===== src/rtl/keypad_pkg.sv =====
// Shared types and constants for the keypad scanner: scan FSM states, the
// candidate-key record (valid bit beside the code) and the 4x4 hex legend.
package keypad_pkg;

    typedef enum logic [1:0] {
        DRIVE,
        WAIT,
        SAMPLE,
        HOLD
    } scan_state_t;

    // Wide enough for the largest 8x8 matrix
    localparam int MAX_CODE_W = 6;

    typedef struct packed {
        logic                  valid;
        logic [MAX_CODE_W-1:0] code;
    } key_cand_t;

    localparam key_cand_t KEY_NONE = '{valid: 1'b0, code: '0};

    // Row-major legend of the standard 4x4 hex keypad
    localparam logic [3:0] KEY_MAP [16] = '{
        4'h1, 4'h2, 4'h3, 4'hA,
        4'h4, 4'h5, 4'h6, 4'hB,
        4'h7, 4'h8, 4'h9, 4'hC,
        4'h0, 4'hF, 4'hE, 4'hD
    };

    function automatic logic [3:0] map_key(input logic [3:0] idx);
        return KEY_MAP[idx];
    endfunction

endpackage


===== src/rtl/keypad_event_fifo.sv =====
// Show-ahead event queue; push while full is accepted only if a pop frees
// the head slot in the same cycle, pop while empty is ignored.
module keypad_event_fifo #(
    parameter int WIDTH = 4,
    parameter int DEPTH = 4
) (
    input  logic             clk,
    input  logic             rst,
    input  logic             push,
    input  logic [WIDTH-1:0] din,
    output logic             full,
    input  logic             pop,
    output logic             valid,
    output logic [WIDTH-1:0] head
);
    localparam int AW  = $clog2(DEPTH);
    localparam int CNW = AW + 1;
    localparam logic [CNW-1:0] FULL_COUNT = CNW'(DEPTH);

    logic [WIDTH-1:0] r_mem [DEPTH];
    logic [AW-1:0]    r_wr_ptr;
    logic [AW-1:0]    r_rd_ptr;
    logic [CNW-1:0]   r_count;
    logic             w_do_pop;
    logic             w_do_push;

    assign full      = (r_count == FULL_COUNT);
    assign valid     = (r_count != '0);
    assign head      = r_mem[r_rd_ptr];
    assign w_do_pop  = pop && valid;
    assign w_do_push = push && (!full || w_do_pop);

    always_ff @(posedge clk) begin
        if (rst) begin
            r_wr_ptr <= '0;
            r_rd_ptr <= '0;
            r_count  <= '0;
            for (int i = 0; i < DEPTH; i++) r_mem[i] <= '0;
        end else begin
            if (w_do_push) begin
                r_mem[r_wr_ptr] <= din;
                r_wr_ptr        <= r_wr_ptr + 1'b1;
            end
            if (w_do_pop) r_rd_ptr <= r_rd_ptr + 1'b1;
            case ({w_do_push, w_do_pop})
                2'b10:   r_count <= r_count + 1'b1;
                2'b01:   r_count <= r_count - 1'b1;
                default: r_count <= r_count;
            endcase
        end
    end

endmodule


===== src/rtl/keypad_scanner.sv =====
// Matrix keypad scanner: one-cold column drive, debounced full-scan decode, event FIFO.
// Build option KEYPAD_HEX_MAP_EN translates 4x4 key positions through KEY_MAP.
module keypad_scanner
    import keypad_pkg::*;
#(
    parameter int NUM_ROWS       = 4,
    parameter int NUM_COLS       = 4,
    parameter int COL_PERIOD     = 100000,
    parameter int SETTLE         = 8,
    parameter int DEBOUNCE_SCANS = 3,
    parameter int FIFO_DEPTH     = 4,
    localparam int CW            = $clog2(NUM_ROWS * NUM_COLS)
) (
    input  logic                clk,
    input  logic                rst,
    input  logic [NUM_ROWS-1:0] row,
    output logic [NUM_COLS-1:0] col,
    output logic [CW-1:0]       key_code,
    output logic                key_valid,
    input  logic                key_ready,
    output logic                key_held,
    output logic                ghost,
    output logic                overflow
);
    // state  | meaning
    // DRIVE  | slot 0, column just driven low
    // WAIT   | rows settling through the synchronizer
    // SAMPLE | slot SETTLE, capture rows into snapshot column
    // HOLD   | idle until the slot ends, then next column
    localparam int CNT_W = $clog2(COL_PERIOD);
    localparam int COL_W = $clog2(NUM_COLS);
    localparam logic [CNT_W-1:0] SETTLE_LAST = CNT_W'(SETTLE - 1);
    localparam logic [CNT_W-1:0] SLOT_LAST   = CNT_W'(COL_PERIOD - 1);
    localparam logic [COL_W-1:0] COL_LAST    = COL_W'(NUM_COLS - 1);
    localparam logic [3:0]       DB_TARGET   = 4'(DEBOUNCE_SCANS);

    logic [NUM_ROWS-1:0]   r_row_s1;
    logic [NUM_ROWS-1:0]   r_row_s2;
    scan_state_t           r_state;
    scan_state_t           w_state_next;
    logic [CNT_W-1:0]      r_count;
    logic [CNT_W-1:0]      w_count_next;
    logic [COL_W-1:0]      r_col_idx;
    logic [COL_W-1:0]      w_col_next;
    logic                  r_run;
    logic                  w_sample;
    logic [NUM_ROWS-1:0]   r_snap [NUM_COLS];
    logic                  r_eval;
    key_cand_t             r_cand;
    key_cand_t             r_stable;
    key_cand_t             w_cand;
    logic [3:0]            r_match;
    logic [3:0]            w_match_next;
    logic                  w_seen;
    logic                  w_many;
    logic [MAX_CODE_W-1:0] w_idx;
    logic                  w_accept;
    logic                  w_change;
    logic                  w_push;
    logic [CW-1:0]         w_push_code;
    logic                  w_fifo_full;
    logic                  r_ghost;
    logic                  r_held;
    logic                  r_overflow;

`ifdef KEYPAD_HEX_MAP_EN
    if (NUM_ROWS != 4 || NUM_COLS != 4) begin : g_map_size_err
        $error("KEYPAD_HEX_MAP_EN requires a 4x4 matrix");
    end
    assign w_push_code = CW'(map_key(w_cand.code[3:0]));
`else
    assign w_push_code = w_cand.code[CW-1:0];
`endif

    // Columns float high until the first post-reset cycle starts column 0
    assign col      = r_run ? ~(NUM_COLS'(1) << r_col_idx) : '1;
    assign key_held = r_held;
    assign ghost    = r_ghost;
    assign overflow = r_overflow;

    always_comb begin
        w_state_next = r_state;
        w_count_next = r_count + 1'b1;
        w_col_next   = r_col_idx;
        w_sample     = 1'b0;
        case (r_state)
            DRIVE:  w_state_next = WAIT;
            WAIT:   if (r_count == SETTLE_LAST) w_state_next = SAMPLE;
            SAMPLE: begin
                w_sample     = 1'b1;
                w_state_next = HOLD;
            end
            HOLD: if (r_count == SLOT_LAST) begin
                w_state_next = DRIVE;
                w_count_next = '0;
                w_col_next   = (r_col_idx == COL_LAST) ? '0 : r_col_idx + 1'b1;
            end
            default: w_state_next = DRIVE;
        endcase
    end

    always_comb begin
        w_seen = 1'b0;
        w_many = 1'b0;
        w_idx  = '0;
        for (int c = 0; c < NUM_COLS; c++) begin
            for (int r = 0; r < NUM_ROWS; r++) begin
                if (r_snap[c][r]) begin
                    w_many = w_many | w_seen;
                    w_seen = 1'b1;
                    w_idx  = MAX_CODE_W'(r * NUM_COLS + c);
                end
            end
        end
        // A ghost scan repeats the previous candidate
        w_cand = r_cand;
        if (!w_many) begin
            w_cand.valid = w_seen;
            w_cand.code  = w_idx;
        end
        if (w_cand == r_cand)
            w_match_next = (r_match >= DB_TARGET) ? DB_TARGET : r_match + 1'b1;
        else
            w_match_next = 4'd1;
        w_accept = (w_match_next == DB_TARGET);
        w_change = w_accept && (w_cand != r_stable);
        w_push   = r_eval && w_change && w_cand.valid;
    end

    always_ff @(posedge clk) begin
        if (rst) begin
            r_state   <= DRIVE;
            r_count   <= '0;
            r_col_idx <= '0;
            r_run     <= 1'b0;
            r_row_s1  <= '1;
            r_row_s2  <= '1;
            r_eval    <= 1'b0;
            for (int c = 0; c < NUM_COLS; c++) r_snap[c] <= '0;
        end else begin
            r_row_s1 <= row;
            r_row_s2 <= r_row_s1;
            r_run    <= 1'b1;
            if (r_run) begin
                r_state   <= w_state_next;
                r_count   <= w_count_next;
                r_col_idx <= w_col_next;
            end
            if (w_sample) r_snap[r_col_idx] <= ~r_row_s2;
            r_eval <= w_sample && (r_col_idx == COL_LAST);
        end
    end

    always_ff @(posedge clk) begin
        if (rst) begin
            r_cand     <= KEY_NONE;
            r_stable   <= KEY_NONE;
            r_match    <= '0;
            r_ghost    <= 1'b0;
            r_held     <= 1'b0;
            r_overflow <= 1'b0;
        end else begin
            if (r_eval) begin
                r_cand  <= w_cand;
                r_match <= w_match_next;
                r_ghost <= w_many;
                if (w_accept) r_stable <= w_cand;
                if (w_change) r_held <= w_cand.valid;
            end
            if (w_push && w_fifo_full && !(key_valid && key_ready)) r_overflow <= 1'b1;
        end
    end

    keypad_event_fifo #(
        .WIDTH (CW),
        .DEPTH (FIFO_DEPTH)
    ) u_fifo (
        .clk   (clk),
        .rst   (rst),
        .push  (w_push),
        .din   (w_push_code),
        .full  (w_fifo_full),
        .pop   (key_ready),
        .valid (key_valid),
        .head  (key_code)
    );

endmodule


===== config.mk =====
export PLATFORM = sky130hd
export DESIGN_NAME = keypad_scanner
export DESIGN_NICKNAME = d
export VERILOG_FILES = /design/src/rtl/keypad_pkg.sv /design/src/rtl/keypad_event_fifo.sv /design/src/rtl/keypad_scanner.sv
export SDC_FILE = /design/constraint.sdc
export NUM_CORES = 1
export LEC_CHECK = 0
export ABC_AREA = 1
export CORE_UTILIZATION = 25
export DETAILED_ROUTE_END_ITERATION = 10
export PLACE_DENSITY = 0.41
export REMOVE_ABC_BUFFERS = 1
export SYNTH_ARGS = -nofsm -noshare
export SYNTH_HDL_FRONTEND = slang
export SYNTH_SLANG_ARGS = --single-unit
export TNS_END_PERCENT = 1

===== constraint.sdc =====
create_clock -name clk -period 7.75 [get_ports clk]
set_input_delay 0.775 -clock clk [delete_from_list [all_inputs] [get_ports clk]]
set_output_delay 0.775 -clock clk [all_outputs]
set_load 0.01 [all_outputs]

==> out/qor.yml <==
worst_setup_path:
  path_max_fanout: 14
  critPathSlowestCell: "edfxtp_1"
  criticalPathCategory: "flip-flop to flip-flop"
  critPathRequiredTime_ns: 8.04
  r2r_cells: 20
  path_cells: "nor2_1, nand2_1, nor2_2, nand2_2, nand2_1, nand2_1, nor2_2, nand2_2, nor2_2, nand2_1, nand3_1, nand4_1, nor2_4, nand4_4, ha_1, inv_1, fa_1, nor2_1, a21oi_1, nor2_1"
  cp-start-kind: "flip-flop"
  r2r-end: "u_fifo.r_count[1]$_SDFFE_PP0P_"
  slowest_delay_ns: 0.44
  reg2reg_from: "r_snap[1][0]$_SDFFCE_PN0P_"
  cp-end-kind: "flip-flop"
  cp_common_cell: "nand2_1"
  ff2ff_setup_slack_ns: 4.14
  critPathArrivalTime_ns: 3.90
die:
  initial_core_util_pct: 25.9
  dieArea_sq_mm: 0.0186
  die_w_microns: 136
  die_h_microns: 136
  core_sq_mm: 0.0175
  row_count: 48
  ios: 19
grt:
  grtUsageTotal_pct: 10.9
  grt_pass1_vias: 3295
  grt_overflow_total: 0
  antenna_found_initial: 0
  grt_max_degree: 29
  grt_pass1_wl_mm: 15.6
yosys:
  synth_flop_cell: "dfxtp_1"
  async_reset_ff_share_pct: 0
  avgSynthCellArea_sq_um: 7.82
  ys_seq_area_share_pct: 48.3
  synth-edff-count: 32
  ys_types: 40
  yosysMostFrequentCell: "nand2_1"
  yosys.area.top_type_share_pct: 27.0
  synth_top_cell_by_area: "dfxtp_1"
  synth_area_leaders: "dfxtp_1 27%, edfxtp_1 21%, nand2_1 9.8%"
  syn-cell-area_sq_mm: 0.00452
  netlist_instances: 578
  synth_top_cells_by_count: "118 x nand2_1, 96 x nor2_1, 85 x inv_1"
  synth_seq_cells: 93
  yosysWarnings: 0
clock_network:
  ctsRootBufferMaster: "clkbuf_16"
  postCtsSetupBuffers: 0
  cts_tree: "yes"
  clk_latency_ns: 0.35
  cts_made_buffers: 9
  clk_pin_slew_worst_paths_ns: 0.06
  cts.sinks: 93
  postCtsHoldBufs: 0
  cts_buffer_depth: 2
  cts_resized: 0
  htree_levels: 3
routing:
  dr_total_vias: 3539
  drtIter0Drc: 208
  avgViaCountPerCell: 4.27
  postRouteAntennaNets: 0
  first_pass_iters: 4
  finalWirelength_mm: 9.26
  route.detailed.drc: 0
  wire_per_inst_microns: 11.2
layout:
  fin_nets: 618
  fillers: 1882
  design_area_sq_mm: 0.00525
  diodes: 0
  syn_to_final_growth_pct: 16.2
  multi_input_area_sq_mm: 0.00196
  regArea_sq_mm: 0.00218
  layout-drive-gt1-share_pct: 6.62
sta:
  tns_ns: 0
  slew_violations: 0
  setup-violations-final: 0
  grt_setup_unrepaired: "no"
  hold_violations: 0
  slew-limit-headroom_pct: 56.2
  min_period_over_period_pct: 46.6
  skew_ns: 0.00629
  fmaxAchievable_ghz: 0.277
  tightest_slew_ns: 0.650
  fin_crit_ns: 3.61
placement:
  placed_cell_area_sq_mm: 0.00495
  io_buffers: 18
  place.gp.congestion: 0.814
  dp_hpwl_mm: 6.86
outcome:
  outcome: "completed"
worst_hold_path:
  hold_path.class: "flip-flop to flip-flop"
  min_path_cells: 1
  holdCritStartpoint: "r_row_s1[3]$_SDFF_PP1_"
  hold_end: "r_row_s2[3]$_SDFF_PP1_"
power_and_ir_drop:
  total_power_mw: 1.02
  power_density_mw_per_mm2: 195
  ir_drop_mv: 0.107
  p_leak_nw: 2.11
job:
  max-cap-violations: 0
==> sequential cells by signal, indices dropped and copies added, names as in the netlist, named ones only <==
signal	cells
r_eval	1
r_row_s2	4
r_row_s1	4
r_col_idx	2
r_state	2
r_snap	16
u_fifo.r_wr_ptr	2
r_count	17
r_cand	7
key_held	1
overflow	1
u_fifo.r_rd_ptr	2
r_match	4
r_run	1
u_fifo.r_count	3
u_fifo.r_mem	16
r_stable	7
ghost	1
==> layer usage <==
layer  wire length [microns]  up-vias  global-route usage [%]  share of wire (%)
met3                     296       11                    3.13                3.2
met2                    4210       38                    17.3                 45
li1                        -     1903                       -                  -
met1                    4620     1587                    14.0                 50
met4                     137        0                    4.26                1.5
met5                       0        -                       0                  0
==> per-stage QoR <==
stage | hold WS [ns] | instances | utilization (%) | setup slack (ns)
finish | 0.410 | 829 | 30.1 | 4.14
global route | 0.421 | 829 | 30.1 | 3.68
CTS | 0.411 | 829 | 30.1 | 4.07
detailed placement | 0.395 | 813 | 28.3 | 4.10
global placement | 0.395 | 813 | 28.3 | 4.11
floorplan | 0.389 | 568 | - | 4.65
==> cells by family (layout without fill, tap and decap cells) <==
group	after synthesis	count (layout)	share of synthesized area [%]
buffers and inverters	98	124	8.33
AND/OR/NAND/NOR	282	282	27.6
flip-flops	93	93	48.3
adder cells (fa/ha/maj)	12	12	3.49
XOR/XNOR	10	10	1.94
AO/OA/AOI/OAI	83	83	10.4
==> cell usage in the layout, fill, tap and decap left out, types with 5 or more instances in the layout <==
cell type / n
a211oi_1: 5
a21oi_1: 31
clkbuf_16: 9
clkdlybuf4s50_1: 18
dfxtp_1: 61
edfxtp_1: 32
ha_1: 11
inv_1: 85
nand2_1: 118
nand3_1: 27
nand4_1: 7
nor2_1: 96
nor2_2: 5
nor3_1: 6
o21ai_0: 34
or2_2: 8
xor2_1: 8
==> worst max-delay path by stage <==
stage | from | to | slack, ns | depth (start not counted)
2_1_floorplan | r_snap[1][0]$_SDFFCE_PN0P_ | u_fifo.r_count[1]$_SDFFE_PP0P_ | 4.65 | 20
3_3_place_gp | r_snap[1][0]$_SDFFCE_PN0P_ | u_fifo.r_count[1]$_SDFFE_PP0P_ | 4.11 | 20
3_5_place_dp | r_snap[0][1]$_SDFFCE_PN0P_ | u_fifo.r_count[1]$_SDFFE_PP0P_ | 4.10 | 20
4_1_cts | r_snap[1][0]$_SDFFCE_PN0P_ | u_fifo.r_count[1]$_SDFFE_PP0P_ | 4.07 | 20
5_1_grt | r_snap[2][1]$_SDFFCE_PN0P_ | u_fifo.r_count[2]$_SDFFE_PP0P_ | 3.68 | 21
6_report | r_snap[1][0]$_SDFFCE_PN0P_ | u_fifo.r_count[1]$_SDFFE_PP0P_ | 4.14 | 20
==> critical path, delay by kind of cell (launching register included) <==
kind	cells	cell delay [ns]
buffers and inverters	1	0.09
and+or+nand+nor	16	2.26
DFF	1	0.44
adders and majority gates	2	0.69
AOI/OAI and AO/OA	1	0.05
==> where the power goes <==
group | leakage [nW] | switching [mW] | internal [mW]
clock network | 0.146 | 0.189 | 0.260
registers | 0.809 | 0.00918 | 0.517
logic | 1.16 | 0.0309 | 0.0189
==> final cells by class <==
type                    count  area share, %
repair buffers             20           3.72
clock buffers              11           4.62
inverters                  88           6.29
multi-input cells         387           37.3
flip-flops and latches     93           41.5
well taps                 225           5.36
clock inverters             5           1.14
(Power assumes the default switching activity.)
